## src/rtl/sub_div_combine_seq_if.sv

```systemverilog
// Job/result handshake bundle for the sequential divide/subtract block.
interface sub_div_combine_seq_if #(parameter int W = 4);
  logic           in_valid;
  logic           in_ready;
  logic [2*W-1:0] prod;
  logic [W-1:0]   sum;
  logic [W-1:0]   b;
  logic           out_valid;
  logic           out_ready;
  logic [W-1:0]   Result_quo;
  logic [W-1:0]   Result_rem;
  logic [W-1:0]   Result_sub;
  logic           div_zero;
  logic           ovf;

  modport master (
    output in_valid, prod, sum, b, out_ready,
    input  in_ready, out_valid, Result_quo, Result_rem, Result_sub, div_zero, ovf
  );

  modport slave (
    input  in_valid, prod, sum, b, out_ready,
    output in_ready, out_valid, Result_quo, Result_rem, Result_sub, div_zero, ovf
  );
endinterface

```

## src/rtl/sub_div_combine_seq.sv

```systemverilog
// Recovers operand a from a product (restoring division by b, one bit per clock)
// and from a sum (modular subtraction of b).
//
//  state  | meaning
//  S_IDLE | waiting for a job; in_ready high
//  S_CALC | shifting out one quotient bit per clock
//  S_DONE | results valid; held until out_ready
module sub_div_combine_seq #(
  parameter int W = 4
) (
  input logic                      clk,
  input logic                      rst,
  sub_div_combine_seq_if.slave     bus
);

  localparam int CW = $clog2(W) + 1;

  typedef enum logic [1:0] {S_IDLE, S_CALC, S_DONE} state_t;

  state_t         r_state;
  state_t         w_state_nxt;

  logic [W-1:0]   r_b;
  logic [W-1:0]   r_r;
  logic [W-1:0]   r_q;
  logic [CW-1:0]  r_cnt;
  logic [W-1:0]   r_quo;
  logic [W-1:0]   r_rem;
  logic [W-1:0]   r_sub;
  logic           r_dz;
  logic           r_ovf;

  logic           w_accept;
  logic           w_b_zero;
  logic           w_q_ovf;
  logic           w_last;
  logic [W:0]     w_shift;
  logic [W:0]     w_diff;
  logic           w_ge;
  logic [W-1:0]   w_r_nxt;
  logic [W-1:0]   w_q_nxt;

  assign w_accept = bus.in_valid && (r_state == S_IDLE);
  assign w_b_zero = (bus.b == '0);
  assign w_q_ovf  = (bus.prod[2*W-1:W] >= bus.b);
  assign w_last   = (r_cnt == CW'(W - 1));

  // R < b holds between steps, so only the shifted value needs the extra bit.
  assign w_shift  = {r_r, r_q[W-1]};
  assign w_diff   = w_shift - {1'b0, r_b};
  assign w_ge     = (w_shift >= {1'b0, r_b});
  assign w_r_nxt  = w_ge ? w_diff[W-1:0] : w_shift[W-1:0];
  assign w_q_nxt  = {r_q[W-2:0], w_ge};

  always_ff @(posedge clk) begin
    if (rst) r_state <= S_IDLE;
    else     r_state <= w_state_nxt;
  end

  always_comb begin
    w_state_nxt = r_state;
    case (r_state)
      S_IDLE: if (w_accept) w_state_nxt = (w_b_zero || w_q_ovf) ? S_DONE : S_CALC;
      S_CALC: if (w_last) w_state_nxt = S_DONE;
      S_DONE: if (bus.out_ready) w_state_nxt = S_IDLE;
      default: w_state_nxt = S_IDLE;
    endcase
  end

  always_ff @(posedge clk) begin
    if (rst) begin
      r_b   <= '0;
      r_r   <= '0;
      r_q   <= '0;
      r_cnt <= '0;
      r_quo <= '0;
      r_rem <= '0;
      r_sub <= '0;
      r_dz  <= 1'b0;
      r_ovf <= 1'b0;
    end else begin
      case (r_state)
        S_IDLE: begin
          if (w_accept) begin
            r_b   <= bus.b;
            r_sub <= bus.sum - bus.b;
            if (w_b_zero) begin
              r_dz  <= 1'b1;
              r_ovf <= 1'b0;
              r_quo <= '1;
              r_rem <= bus.prod[W-1:0];
            end else if (w_q_ovf) begin
              r_dz  <= 1'b0;
              r_ovf <= 1'b1;
              r_quo <= '1;
              r_rem <= '0;
            end else begin
              r_dz  <= 1'b0;
              r_ovf <= 1'b0;
              r_r   <= bus.prod[2*W-1:W];
              r_q   <= bus.prod[W-1:0];
              r_cnt <= '0;
            end
          end
        end
        S_CALC: begin
          r_r   <= w_r_nxt;
          r_q   <= w_q_nxt;
          r_cnt <= r_cnt + 1'b1;
          if (w_last) begin
            r_quo <= w_q_nxt;
            r_rem <= w_r_nxt;
          end
        end
        default: ;
      endcase
    end
  end

  assign bus.in_ready   = (r_state == S_IDLE);
  assign bus.out_valid  = (r_state == S_DONE);
  assign bus.Result_quo = r_quo;
  assign bus.Result_rem = r_rem;
  assign bus.Result_sub = r_sub;
  assign bus.div_zero   = r_dz;
  assign bus.ovf        = r_ovf;

endmodule

```

## src/flat_wrapper.sv

```systemverilog
// flat-port wrapper written by rule: the top's interface ports become plain ports
module sub_div_combine_seq_flat 
#(
  parameter int W = 4
)
  (clk, rst, bus_in_valid, bus_prod, bus_sum, bus_b, bus_out_ready, bus_in_ready, bus_out_valid, bus_Result_quo, bus_Result_rem, bus_Result_sub, bus_div_zero, bus_ovf);
  sub_div_combine_seq_if #(.W(W)) bus_i ();
  input logic clk;
  input logic rst;
  input wire logic [$bits(bus_i.in_valid)-1:0] bus_in_valid;
  input wire logic [$bits(bus_i.prod)-1:0] bus_prod;
  input wire logic [$bits(bus_i.sum)-1:0] bus_sum;
  input wire logic [$bits(bus_i.b)-1:0] bus_b;
  input wire logic [$bits(bus_i.out_ready)-1:0] bus_out_ready;
  output wire logic [$bits(bus_i.in_ready)-1:0] bus_in_ready;
  output wire logic [$bits(bus_i.out_valid)-1:0] bus_out_valid;
  output wire logic [$bits(bus_i.Result_quo)-1:0] bus_Result_quo;
  output wire logic [$bits(bus_i.Result_rem)-1:0] bus_Result_rem;
  output wire logic [$bits(bus_i.Result_sub)-1:0] bus_Result_sub;
  output wire logic [$bits(bus_i.div_zero)-1:0] bus_div_zero;
  output wire logic [$bits(bus_i.ovf)-1:0] bus_ovf;
  assign bus_i.in_valid = bus_in_valid;
  assign bus_i.prod = bus_prod;
  assign bus_i.sum = bus_sum;
  assign bus_i.b = bus_b;
  assign bus_i.out_ready = bus_out_ready;
  assign bus_in_ready = bus_i.in_ready;
  assign bus_out_valid = bus_i.out_valid;
  assign bus_Result_quo = bus_i.Result_quo;
  assign bus_Result_rem = bus_i.Result_rem;
  assign bus_Result_sub = bus_i.Result_sub;
  assign bus_div_zero = bus_i.div_zero;
  assign bus_ovf = bus_i.ovf;
  sub_div_combine_seq #(.W(W)) u_core (.clk(clk), .rst(rst), .bus(bus_i));
endmodule
```

## config.mk

```make
export PLATFORM = sky130hd
export DESIGN_NAME = sub_div_combine_seq_flat
export DESIGN_NICKNAME = d
export VERILOG_FILES = /design/src/rtl/sub_div_combine_seq_if.sv /design/src/rtl/sub_div_combine_seq.sv /design/src/flat_wrapper.sv
export SDC_FILE = /design/constraint.sdc
export NUM_CORES = 1
export LEC_CHECK = 0
export ABC_AREA = 1
export BUFFER_PORTS_ARGS = -buffer_cell sky130_fd_sc_hd__buf_2
export CAP_MARGIN = 20
export CORE_MARGIN = 10
export CORE_UTILIZATION = 50
export CTS_CLUSTER_DIAMETER = 50
export DETAILED_ROUTE_END_ITERATION = 8
export GPL_ROUTABILITY_DRIVEN = 0
export PLACE_DENSITY = 0.8
export SLEW_MARGIN = 20
export SYNTH_ARGS = -nofsm -noshare
export SYNTH_HDL_FRONTEND = slang
export SYNTH_SLANG_ARGS = --single-unit
```

## constraint.sdc

```tcl
create_clock -name clk -period 2.4 [get_ports clk]
set_input_delay 0.36 -clock clk [delete_from_list [all_inputs] [get_ports clk]]
set_output_delay 0.36 -clock clk [all_outputs]
set_load 0.03 [all_outputs]
```

Yosys cells after proc, flatten, opt, wreduce, memory -nomap -nowiden --
Cells that the tools add are included.
Cells by class: add/sub/neg operators 3, $lt $le $gt $ge 2, equal/unequal tests 9, multiplexer cells 31, reductions and logical operators 9
Operators by type and width (number):
- 4-bit 2-to-1 mux | 15
- 4-bit one-hot mux with 2 select lines | 4
- 3-bit 2-to-1 mux | 3
- 2-bit 2-to-1 mux | 4
- 4-bit AND reduction | 2
- 4-bit subtractor | 2
- 2-bit inequality test (second input constant) | 3
- 2-bit one-hot mux with 3 select lines | 1
- 3-bit one-hot mux with 2 select lines | 1
- 5-bit by 4-bit >= comparator with 1-bit output | 1
- 4-bit >= comparator | 1
- 4-bit logical NOT | 1
- 2-bit by 1-bit inequality test with 1-bit output (second input constant) | 2
- 3-bit by 1-bit adder with 3-bit output (second input constant) | 1
- 3-bit by 2-bit equality test with 1-bit output (second input constant) | 1
- 1-bit 2-to-1 mux | 3
- 3-bit by 1-bit inequality test with 1-bit output (second input constant) | 1
- 3-bit AND reduction | 1
- 2-bit by 1-bit equality test with 1-bit output (second input constant) | 1
- 2-bit equality test (second input constant) | 1
- 2-bit logical NOT | 1
- 2-bit AND reduction | 1
- 2-bit nonzero test | 1
- 1-bit logical AND | 1
- 1-bit logical OR | 1
Word-level totals: bits in registers 31, output and inout port bits 16

Longest topological paths before layout --
depth after elaboration 5, depth in mapped cells 12, mapped depth without buffers 12

Worst setup path after synthesis --
No wires, ideal clock.
path kind input to register, start in bus_b[3], end reg u_core.r_quo[0] (netlist: u_core.bus.Result_quo[0]), data arrival time 1.454 ns, setup slack 0.830 ns, cell stages on the path 7, path buffers 1, cells stage by stage inv_1 > ha_1 > a21oi_1 > nand4_2 > buf_2 > a21oi_1 > nor2_1
Between the ends: word-level cells in the longest chain between the ends 4, elaborated cells between the ends (all ways) 7, those cells by class order compare: 1; eq/ne: 1; mux: 3; reduce/logical: 2
RTL lines:
- start: declaration | line flat_wrapper.sv:13 | input wire logic [$bits(bus_i.b)-1:0] bus_b;
- parallel branches: the longest is 4 deep, another holds 4-bit >= comparator
- end signal: assignment | line sub_div_combine_seq.sv:111 | r_quo <= w_q_nxt;
- end: declaration | line sub_div_combine_seq.sv:27 | logic [W-1:0] r_quo;
Several ways; the timed one is not identified. The select of a mux whose other input is x is not followed. A chain may end at the register's enable or synchronous reset.

Final worst setup path --
start reg u_core.r_r[1], end reg u_core.r_quo[0] (netlist: u_core.bus.Result_quo[0])
Between the ends: word-level cells in the longest chain between the ends 3
RTL lines:
- start: declaration | line sub_div_combine_seq.sv:24 | logic [W-1:0] r_r;
- start signal: assignment | line sub_div_combine_seq.sv:100 | r_r <= bus.prod[2*W-1:W];
- start signal: assignment | line sub_div_combine_seq.sv:107 | r_r <= w_r_nxt;
- 5-bit by 4-bit >= comparator with 1-bit output | line sub_div_combine_seq.sv:51 | assign w_ge = (w_shift >= {1'b0, r_b});
- 4-bit 2-to-1 mux | line sub_div_combine_seq.sv:110 | if (w_last) begin
- 4-bit one-hot mux with 2 select lines | line sub_div_combine_seq.sv:82 | case (r_state)
Every way passes these cells. The select of a mux whose other input is x is not followed.

==> key figures <==
Final layout
  – Area grow syn2layout: 16.2%
  – Inserted Diodes: 0
  – Util after Layout: 0.602
  – Ratio of cells with drive above 1 in the final layout: 0.182
  – Nets@finish: 348

Setup path
  – Launch point of the worst path: u_core.r_r[1]
  – Reg2reg start: u_core.r_r[1]
  – Crit path max-delay family: simple AND/OR/NAND/NOR gates
  – Buf/Inv on CP: 0
  – Critical path's slowest cell: ha_1
  – Worst Setup Start Kind: register
  – Max FO, Critical Path: 8
  – Required time of the worst setup path: roughly 2.6 ns
  – Cells on worst reg2reg path: 9
  – Crit Path Category: register to register
  – Crit path largest cell delay: 0.35 ns
  – Crit. End Element: register
  – Worst Path Arrival: 1.94 ns
  – Crit path depth: 9
  – Most Frequent Cell on Critical Path: nand2_1
  – CP cell instances: ha_1 -> a21oi_1 -> nand2_1 -> nand2_1 -> nand2_1 -> nor2_1 -> nand3_1 -> nand2_1 -> nor2_1

Pwr
  – Peak supply drop: 0.507 mV
  – Pwr Density: 1010 mW/mm^2
  – Final total power: 2.22 mW
  – Static Leakage: 1.16 nW

Outcome
  – Status: complete, no violations

Clock tree
  – CTS Hold Bufs: 0
  – Clock sinks: 31
  – Post-CTS setup buffer count: 0
  – Clock Path Buffers: 2
  – Clock root buffer: clkbuf_8
  – CTS tree: built
  – Worst-path clk slew: approximately 0.070 ns
  – H-tree Lvls: 2
  – Post-CTS Resized: 0
  – CTS buffer count: 5
  – Skew-Pair Late Insertion Delay: 0.29 ns

Hold path
  – Hold Startpoint: rst
  – Hold depth: 2
  – Min-Delay Path Class: input pin to register

Floorplan
  – Die Wd: 81.6 microns
  – Die ar.: about 0.0067 sq mm
  – Die Y: approximately 80 microns
  – Core ar.: 0.00366 sq mm
  – Starting density of the core: 0.518
  – IO Pins: 36
  – Rows: 22

Yosys
  – Top cell type's share of synthesized area: 0.327
  – Most common cell in the netlist: nand2_1
  – Avg Inst Size Synth: between 6 and 7 sq um
  – Sequential element share of the synthesized area: 0.327
  – Post-synth EDFFs: 0
  – Post-synth top area cell: dfxtp_1
  – Post-Syn Instances: 279
  – Distinct cells, synth: 29
  – Dominant cells by area after synthesis: dfxtp_1 33%, nand2_1 13%, ha_1 8.6%
  – Synthesis-stage register bit count: 31
  – Synth Warn #: 0
  – Post-synth ARST share: 0
  – Syn Std Cell Area: between 0.0015 and 0.002 sq mm
  – Most used flip-flop cell after synthesis: dfxtp_1
  – Commonest cells post-synth: 64 x nand2_1, 43 x nor2_1, 34 x inv_1
  – Post-synth net total: approximately 310

STA
  – Worst hold margin: around 0.35 ns
  – Minimum clock period: 1.75 ns
  – Final setup fails: 0
  – Worst slew pin tran: between 0.6 and 0.7 ns
  – Final Hold Viols: 0
  – Setup_tns: 0 ns
  – Slew HR: 0.552
  – Max Freq: 571 MHz
  – Worst Slack Setup Final: 0.649 ns
  – Clk_skew: 0.00849 ns
  – Max Slew Vio Count: 0
  – Period utilisation layout: 0.730
  – Unrepaired setup endpoints after global routing: false

Drt
  – Drc violations: 0
  – DRT Pass-1 Iters: 4
  – Final WL: ~4500 microns
  – Initial DRC count: 182
  – DRT antenna net count: 0
  – Via Count: about 1,800
  – Vias/cell: 4.96
  – Routed len/inst: 12.3 microns

Global route
  – Global route total overflow: 0
  – Initial antenna violation count: 0
  – First-pass GRT wire length: between 7000 and 8000 microns
  – Largest net degree at the start of global routing: 25
  – All-Layer GR Usage: 0.146
  – Number of global-route vias before repair: between 1,500 and 2,000

Placed design
  – Post-detail-place hpwl: 3450 microns
  – PortBufs: 35
  – DP Worst Slack: 0.415 ns

Flow run
  – MaxCap Viol Count: 0
logic make-up after synthesis:
kind of cell               count (synthesis)  synth area share
and+or+nand+nor                          149             0.352
DFF                                       31             0.327
AOI/OAI and AO/OA                         36            0.0977
adders and majority gates                 15             0.107
buffers and inverters                     44            0.0970
xor gates and xnor gates                   4            0.0185
registers in the layout, indices dropped and copies added, names as in the netlist:
register and flops:
u_core.bus.Result_sub 4, u_core.r_b 4, u_core.r_q 4, u_core.bus.ovf 1, u_core.r_r 4, u_core.bus.div_zero 1, u_core.bus.Result_rem 4, u_core.r_cnt 3
u_core.bus.Result_quo 4, u_core.r_state 2
layout by cell type, fill, tap and decap left out:
master,netlist,layout
nand2_1,64,64
nor2_1,43,43
buf_2,4,35
inv_1,34,34
dfxtp_1,31,31
nand3_1,25,25
a21oi_1,23,23
ha_1,13,13
o21ai_0,11,11
clkbuf_8,0,6
nand2_2,4,4
nor2_4,3,3
xor2_1,3,3
nand4_1,2,2
nand3b_1,2,2
or2_2,2,2
fa_1,2,2
inv_2,1,1
inv_4,1,1
o21bai_1,1,1
nand4_2,1,1
nor2_2,1,1
nand3_4,1,1
or2_1,1,1
xnor2_1,1,1
a21boi_0,1,1
bufinv_16,0,1
clkinv_2,0,1
metal layers:
metal,vias up,share of wire,GRT usage
li1,949,-,-
met1,801,0.44,0.170
met2,37,0.48,0.245
met3,7,0.056,0.0448
met4,0,0.015,0.0595
met5,-,0,0
path summary, 6_finish.rpt:
path	slack, ns	to
worst max-delay path	0.65	u_core.bus.Result_quo[0]
worst min-delay path	0.35	u_core.bus.Result_quo[3]
worst max register to register	0.65	u_core.bus.Result_quo[0]
worst min register to register	0.47	u_core.r_b[3]
cell type report:
cell class                      instances  area [sq um]
Fill cell                             353          1460
Multi-Input combinational cell        204          1090
Sequential cell                        31           621
Timing Repair Buffer                   35           175
Inverter                               36           138
Clock buffer                            6          82.6
Tap cell                               48          60.1
Clock inverter                          2          35.0
metrics by stage:
step | cells | cell area (sq um)
global route | 362 | 2200
finish | 362 | 2200
floorplan | 279 | 1900
detailed placement | 354 | 2080
global placement | 354 | 2080
CTS | 362 | 2200
report_power, final:
group          leakage [nW]  internal (mW)  switching [mW]
Clock                0.0612          0.336           0.199
Combinational         0.839          0.320           0.673
Sequential            0.256          0.630          0.0671
Total                  1.16           1.29           0.939
Note: power is estimated with default switching activity, not from simulation.
